--- src/rtl/shift_sequencer.sv ---
// Word serializer/deserializer with a divided bit clock, abort and optional even parity.
// Define SHIFT_SEQUENCER_PARITY_EN to append a parity bit period after the data bits.
module shift_sequencer #(
  parameter int WIDTH = 8,
  parameter int DIV   = 4
) (
  input  logic             clk_i,
  input  logic             rst_i,
  input  logic             tx_valid_i,
  output logic             tx_ready_o,
  input  logic [WIDTH-1:0] tx_data_i,
  input  logic             dir_i,
  input  logic             abort_i,
  output logic             sdo_o,
  input  logic             sdi_i,
  output logic             shift_stb_o,
  output logic             busy_o,
  output logic             rx_valid_o,
  output logic [WIDTH-1:0] rx_data_o,
  output logic             parity_err_o
);

`ifdef SHIFT_SEQUENCER_PARITY_EN
  localparam int NBITS = WIDTH + 1;
`else
  localparam int NBITS = WIDTH;
`endif
  localparam int CW = (DIV > 1) ? $clog2(DIV) : 1;
  localparam int BW = $clog2(NBITS + 1);

  typedef enum logic [1:0] {IDLE, SHIFT, DONE} state_t;

  state_t           state, state_next;
  logic [CW-1:0]    div_cnt;
  logic [BW-1:0]    bit_cnt;
  logic [WIDTH-1:0] tx_word, tx_next;
  logic [WIDTH-1:0] rx_shift, rx_next;
  logic             dir;
  logic             sdo;
  logic             accept, bit_end, last_bit;

  assign tx_next  = dir ? (tx_word >> 1) : (tx_word << 1);
  assign rx_next  = dir ? {sdi_i, rx_shift[WIDTH-1:1]} : {rx_shift[WIDTH-2:0], sdi_i};
  assign last_bit = (bit_cnt == BW'(NBITS - 1));
  assign sdo_o    = sdo;

  always_ff @(posedge clk_i) begin
    if (rst_i) state <= IDLE;
    else       state <= state_next;
  end

  always_comb begin
    state_next  = state;
    tx_ready_o  = 1'b0;
    busy_o      = 1'b0;
    rx_valid_o  = 1'b0;
    shift_stb_o = 1'b0;
    accept      = 1'b0;
    bit_end     = 1'b0;
    case (state)
      IDLE: begin
        tx_ready_o = 1'b1;
        accept     = tx_valid_i;
        if (tx_valid_i) state_next = SHIFT;
      end
      SHIFT: begin
        busy_o      = 1'b1;
        bit_end     = (div_cnt == CW'(DIV - 1));
        shift_stb_o = bit_end;
        // Abort beats completion even when it lands on the final strobe.
        if (abort_i)                   state_next = IDLE;
        else if (bit_end && last_bit)  state_next = DONE;
      end
      DONE: begin
        busy_o     = 1'b1;
        rx_valid_o = 1'b1;
        state_next = IDLE;
      end
      default: state_next = IDLE;
    endcase
  end

`ifdef SHIFT_SEQUENCER_PARITY_EN
  logic parity_bit;
  logic parity_err;
  assign parity_err_o = parity_err;
`else
  assign parity_err_o = 1'b0;
`endif

  always_ff @(posedge clk_i) begin
    if (rst_i) begin
      div_cnt    <= '0;
      bit_cnt    <= '0;
      tx_word    <= '0;
      rx_shift   <= '0;
      rx_data_o  <= '0;
      dir        <= 1'b0;
      sdo        <= 1'b0;
`ifdef SHIFT_SEQUENCER_PARITY_EN
      parity_bit <= 1'b0;
      parity_err <= 1'b0;
`endif
    end else if (accept) begin
      tx_word    <= tx_data_i;
      dir        <= dir_i;
      div_cnt    <= '0;
      bit_cnt    <= '0;
      rx_shift   <= '0;
      sdo        <= dir_i ? tx_data_i[0] : tx_data_i[WIDTH-1];
`ifdef SHIFT_SEQUENCER_PARITY_EN
      parity_bit <= ^tx_data_i;
`endif
    end else if (state == SHIFT) begin
      if (abort_i) begin
        sdo     <= 1'b0;
        div_cnt <= '0;
        bit_cnt <= '0;
      end else if (!bit_end) begin
        div_cnt <= div_cnt + 1'b1;
      end else begin
        div_cnt <= '0;
        bit_cnt <= bit_cnt + 1'b1;
        tx_word <= tx_next;
`ifdef SHIFT_SEQUENCER_PARITY_EN
        // The parity period samples sdi for comparison only; the word is already complete.
        if (last_bit) begin
          sdo        <= 1'b0;
          rx_data_o  <= rx_shift;
          parity_err <= sdi_i ^ (^rx_shift);
        end else begin
          rx_shift <= rx_next;
          if (bit_cnt == BW'(WIDTH - 1)) sdo <= parity_bit;
          else                           sdo <= dir ? tx_next[0] : tx_next[WIDTH-1];
        end
`else
        rx_shift <= rx_next;
        if (last_bit) begin
          sdo       <= 1'b0;
          rx_data_o <= rx_next;
        end else begin
          sdo <= dir ? tx_next[0] : tx_next[WIDTH-1];
        end
`endif
      end
    end
  end

endmodule

--- config.mk ---
export PLATFORM = sky130hd
export DESIGN_NAME = shift_sequencer
export DESIGN_NICKNAME = d
export VERILOG_FILES = /design/src/rtl/shift_sequencer.sv
export SDC_FILE = /design/constraint.sdc
export NUM_CORES = 1
export LEC_CHECK = 0
export ABC_AREA = 1
export CAP_MARGIN = 5
export CORE_MARGIN = 10
export CORE_UTILIZATION = 25
export CTS_BUF_LIST = sky130_fd_sc_hd__clkbuf_8
export DETAILED_ROUTE_END_ITERATION = 16
export HOLD_SLACK_MARGIN = 0.1
export MAX_ROUTING_LAYER = met4
export PLACE_DENSITY = 0.55
export SKIP_CTS_REPAIR_TIMING = 1
export SYNTH_ARGS = -nofsm -noshare
export SYNTH_HDL_FRONTEND = slang
export SYNTH_SLANG_ARGS = --single-unit
--- constraint.sdc ---
create_clock -name clk_i -period 1.7 [get_ports clk_i]
set_input_delay 0.425 -clock clk_i [delete_from_list [all_inputs] [get_ports clk_i]]
set_output_delay 0.425 -clock clk_i [all_outputs]
set_load 0.01 [all_outputs]
==> results by group <==
Timing
  – Max-slew violation total from the final report: 0
  – Upper clock frequency limit: ~0.62 GHz
  – Min cycle time layout: 1.63 ns
  – Final period utilization: 95.6%
  – Post-Route Skew: approximately 0.0074 ns
  – Count of final hold-check violations: 0
  – RSZ-0062 raised after global routing: true
  – Count of final setup violators: 0

Job
  – Number of max-cap violations: 0

GRT
  – Gr usage total: 8.67%
  – Overflow left after global routing: 0
  – Via count of the first global-routing pass: approximately 1700
  – Number of antenna violations at the first check in global routing: 0
  – Largest net degree at the start of global routing: 15
  – Global-route wire length before repair: just under 8000 um

Clock network
  – Number of buffers on the longest clock path: 2
  – Cell at the root of the clock tree: sky130_fd_sc_hd__clkbuf_8
  – Number of clock sinks seen by CTS: 34
  – Count of H-tree levels built during CTS: 2
  – Number of buffers created by CTS: 5
  – Latest clock arrival within the worst-skew pair: between 0.2 and 0.3 ns
  – TritonCTS clock tree: yes
  – Register clock-pin slew on the reported worst setup and hold paths: ~0.080 ns

Synth
  – Largest area contributor in the synthesized netlist: sky130_fd_sc_hd__dfxtp_1
  – Flops & latches, synth: 34
  – Synth Area per Inst: 6.93 um^2
  – Most frequent cell after synthesis: sky130_fd_sc_hd__nand2_1
  – Commonest cells in the synthesized netlist: 79 x sky130_fd_sc_hd__nand2_1, 38 x sky130_fd_sc_hd__nor2_1, 34 x sky130_fd_sc_hd__dfxtp_1
  – Syn Nets: roughly 280
  – Sequential cell area fraction in the yosys report: 37.3%
  – Post-synthesis instance total: about 260
  – Proportion of register bits with asynchronous set or reset after synthesis: 0%
  – Post-synthesis instance area: 1820 um^2
  – Post-synth top area share: a little under two fifths
  – Post-synth top flop: sky130_fd_sc_hd__dfxtp_1
  – Cell variety after synth: 28
  – Warnings from Yosys: 0
  – Biggest area contributors in the synthesized netlist: sky130_fd_sc_hd__dfxtp_1 37%, sky130_fd_sc_hd__nand2_1 16%, sky130_fd_sc_hd__nor2_1 7.8%, sky130_fd_sc_hd__ha_1 4.8%, sky130_fd_sc_hd__inv_1 3.7%
  – EDFF count, synth: 0

Setup path
  – Startpoint of the most critical setup path: state[0]
  – Category of the worst setup path capture point: output port
  – Worst-path maximum fanout: 3
  – RR Startpoint: state[0]
  – Endpoint required time on the critical path: 1.27 ns
  – Critical path start-end classification: flip-flop to output port
  – Setup slack of the worst register-to-register path: 0.15 ns
  – Data arrival, critical path: between 1 and 1.5 ns
  – Critical Path Start Type: flip-flop

Floorplanning
  – Die X-Extent: about 110 um
  – I/O pins: 28
  – Total core area: approximately 7000 um^2
  – Die Area: 11100 um^2
  – Vertical die dimension: 105 um
  – Initial Utilization: about 25%
  – FP Rows: 31

Power and ir drop
  – Leakage dissipation: around 1.1 nW
  – Maximum vdd ir drop: 405 uV
  – Total power density per cell area: between 900 and 1000 nW/um^2

Placement
  – Post-DP HPWL: roughly 3400 um
  – Standard cell area after detailed placement: 2220 um^2
  – Routability cong.: ~0.79
  – Count of port buffers added during placement: 26

Finish
  – Signed area change from the synthesized netlist to the final layout: 31.3%
  – Final non-filler cell area: ~2400 um^2
  – Share of cells above drive strength 1: around 17%
  – Finished Core Util: 33.4%
  – Antenna diodes: 0
  – Net count reported at finish: approximately 320

Route
  – Detailed router's first-iteration violation count: 65
  – Total Wirelength: between 4000 and 5000 um
  – Vias per cell: approximately 4.2
  – DRC errors left: 0
  – Residual antenna-violating net count after detailed routing: 0
  – Total vias in the final route: around 1700
  – Wire length per cell after detailed routing: 11.1 um
  – First drt pass iteration count: 4

Outcome
  – Run status: finished clean

Worst hold path
  – Startpoint of the lowest-slack hold path: div_cnt[1]
  – Path type of the worst min-delay path: flip-flop to flip-flop
-- through the flow --
| step | total power [mW] | cells | setup TNS, ns | setup WS [ns] | hold slack [ns] |
|---|---|---|---|---|---|
| after global routing | 2.36 | 401 | -0.00694 | -0.00694 | 0.498 |
| after global placement | 1.43 | 390 | 0 | 0.0252 | 0.454 |
| after detailed placement | 1.44 | 390 | -0.00231 | -0.00231 | 0.459 |
| after floorplan | 1.26 | 263 | 0 | 0.311 | 0.443 |
| after CTS | 2.20 | 398 | -1.05 | -0.325 | 0.471 |
| final | 2.20 | 401 | 0 | 0.0740 | 0.471 |
-- power by group --
| part | internal, mW | switching [mW] | total, mW |
|---|---|---|---|
| Sequential | 0.840 | 0.0338 | 0.874 |
| Combinational | 0.246 | 0.319 | 0.565 |
| Clock | 0.436 | 0.324 | 0.760 |
| Total | 1.52 | 0.676 | 2.20 |
-- path summary, 6_finish.rpt --
kind	to	cells after the start
max reg2reg	rx_data_o[3]	9
min reg2reg	div_cnt[1]	2
max	shift_stb_o	5
min	div_cnt[1]	2
-- routing by layer --
layer  vias up  part of all wire (%)  global-route usage [%]
met3         5                   4.4                    2.31
met2        31                    45                    13.4
met5         -                     0                       -
met4         0                  0.94                    2.35
li1        902                     -                       -
met1       757                    50                    10.9
-- cells by family (layout without fill, tap and decap cells) --
family          after synthesis  in the layout  synth area share [%]
compound gates               45             45                  14.5
xor+xnor                      1              1                 0.481
fa+ha+maj                     7              7                  4.80
buf+inv                      34             72                  9.06
flops                        34             34                  37.3
other cells                   1              1                 0.206
simple gates                141            142                  33.6
-- cell type report --
cell class	count	area, um^2
clock buffer	5	68.8
tap	99	124
multi-input combinational	196	1010
fill	780	4780
inverter	26	103
clock inverter	3	45.0
timing repair buffer	38	364
sequential	34	682
-- critical path, cell delays in order, from the launching register on --
cell and delay [ns]:
sky130_fd_sc_hd__dfxtp_2 0.33, sky130_fd_sc_hd__buf_4 0.13, sky130_fd_sc_hd__ha_2 0.18, sky130_fd_sc_hd__nand2_2 0.07, sky130_fd_sc_hd__inv_2 0.03, sky130_fd_sc_hd__dlymetal6s2s_1 0.16
-- registers in the layout (all words and copies together), names as in the netlist --
register	flops
div_cnt	2
sdo_o	1
bit_cnt	4
dir	1
state	2
rx_data_o	8
tx_word	8
rx_shift	8
-- cells in the final DEF (no fill, tap or decap), drive strengths merged, types with 2 or more instances in the layout --
cell type | synthesis | final
nand2 | 86 | 87
nor2 | 43 | 43
dfxtp | 34 | 34
inv | 26 | 26
clkdlybuf4s50 | 0 | 22
o21ai | 21 | 21
a21oi | 14 | 14
buf | 7 | 12
o21bai | 8 | 8
nand3 | 8 | 8
ha | 7 | 7
clkbuf | 1 | 5
dlymetal6s2s | 0 | 4
a211oi | 2 | 2
clkinvlp | 0 | 2
Note: power is estimated with default switching activity, not from simulation.
==> variant: new RTL, same flow settings <==
Change the parameter `DIV` from 4 to 8.
--- a/src/rtl/shift_sequencer.sv
+++ b/src/rtl/shift_sequencer.sv
@@ -4,3 +4,3 @@
   parameter int WIDTH = 8,
-  parameter int DIV   = 4
+  parameter int DIV   = 8
 ) (
Formal check against the unedited RTL: not equivalent (Yosys sat finds a counterexample within 10 cycles, from zero or initial values and one cycle with rst_i high).
==> variant against the unedited design <==
- sequential cell count up 1
- area after synthesis is 0.21% higher
- total power is 7.5% lower
- design area grew 1.5%
- hold slack worse by 0.0017 ns
- setup slack got worse by 0.027 ns
- clock skew down 0.0016 ns
- routed wire length fell by 0.90%
- utilization grew 0.49 points
- largest cell class unchanged
==> variant: results (changes against the unedited design) <==
- Top layer used by detailed routing: met4
- Vias: 1721 (+1.5%)
- Synth cell count leaders: 63 x nand2_1, 48 x nor2_1, 38 x inv_1, 35 x dfxtp_1, 26 x o21ai_0
- Critical Path AT: 1.23 ns (+0.03 ns)
- Area contributors post-synth: dfxtp_1 38%, nand2_1 13%, nor2_1 9.9%
- Net Count, Synth: 296 (+4.2%)
- First-pass GRT wire length: 7730 um (-1.2%)
- CP delay by family, top: adder cells
- HPWL Detailed: 3340 um (-0.95%)
- Pin count of the biggest net entering global routing: 16 (+1)
- Met3 WL: 145 um (-25%)
- Vias in the first global route: 1697 (+1.3%)
- DR WL met2: 2050 um (+3.3%)
- Iteration-0 DRC Markers: 105 (+62%)
- Avg WL per Cell: 10.6 um (-4.9%)
- Fillers: 786 (+0.77%)
- Peak VDD IR: 0.264 mV (-35%)
- Layout Skew: 0.00585 ns (-0.00159 ns)
- Wire length on met1: 2120 um (-4.6%)
- All-Layer GR Usage: 0.0861 (-0.000614)
- Fraction of layout cells with a size suffix above 1: 0.132 (-0.0339)
- Final GP Congestion: 0.802 (+1.0%)
- # nets final: 339 (+5.3%)
- CP Max Fanout: 2 (-1)
- Static Leak: 1.12 nW (+4.1%)
- Sequential area share after synthesis: 0.384 (+0.0102)
- Placement Cell Area: 2320 um^2 (+4.6%)
- Status: completed
==> variant: cell count changes after synthesis, moves of 2 or more <==
cell and change:
buf_2 +4, nor2_4 -3, a21oi_1 +2, inv_1 +20, nand2_4 -3, nand3_1 +3
a211oi_2 -2, o21ai_1 -4, nand2_1 -16, o21bai_1 -8, o21ai_0 +16, inv_2 -6
nor2_1 +10
==> variant: worst register-to-register path: cells and delay by family (launching register included) <==
| family | cells | cell delay, ns |
|---|---|---|
| and+or+nand+nor | 6 | 0.49 |
| buffers and inverters | 2 | 0.31 |
| DFF | 1 | 0.33 |
| adders and majority gates | 2 | 0.34 |
==> variant: cells by family after synthesis <==
kind of cell	share of synthesized area
and+or+nand+nor	0.303
adders and majority gates	0.0479
AOI/OAI and AO/OA	0.143
DFF	0.384
other	0.00205
buffers and inverters	0.121
==> variant: final cells by class <==
type | count | share of cell area
multi-input combinational | 190 | 0.374
clock inverter | 1 | 0.00155
sequential | 35 | 0.290
inverter | 39 | 0.0603
clock buffer | 7 | 0.0397
timing repair buffer | 47 | 0.183
tap | 99 | 0.0510
==> variant: power by group <==
part | internal, mW | total [mW] | leakage, nW | switching, mW
clock network | 0.364 | 0.672 | 0.0557 | 0.308
registers | 0.862 | 0.895 | 0.285 | 0.0327
logic | 0.214 | 0.467 | 0.784 | 0.253
==> variant: worst paths after layout <==
| path | startpoint | end | slack [ns] | depth (start not counted) |
|---|---|---|---|---|
| setup / recovery | div_cnt[0] | shift_stb_o | 0.05 | 5 |
| setup reg to reg | div_cnt[1] | tx_word[1] | 0.18 | 10 |
| hold / removal | tx_word[7] | tx_word[7] | 0.47 | 2 |
| hold reg to reg | tx_word[7] | tx_word[7] | 0.47 | 2 |
==> variant: through the flow <==
| step | power, mW | worst slack [ns] | cells | util |
|---|---|---|---|---|
| 3_5_place_dp | 1.39 | -0.0489 | 410 | 0.323 |
| 5_1_grt | 2.17 | -0.0389 | 418 | 0.338 |
| 6_report | 2.03 | 0.0465 | 418 | 0.338 |
| 2_1_floorplan | 1.19 | 0.247 | 275 | - |
| 3_3_place_gp | 1.39 | -0.0459 | 410 | 0.323 |
| 4_1_cts | 2.07 | -0.392 | 418 | 0.337 |
==> variant: per-layer routing <==
metal | vias to the layer above | track usage
met5 | - | -
met4 | 0 | 0.0441
met3 | 7 | 0.0189
met2 | 24 | 0.139
met1 | 750 | 0.0981
li1 | 940 | -
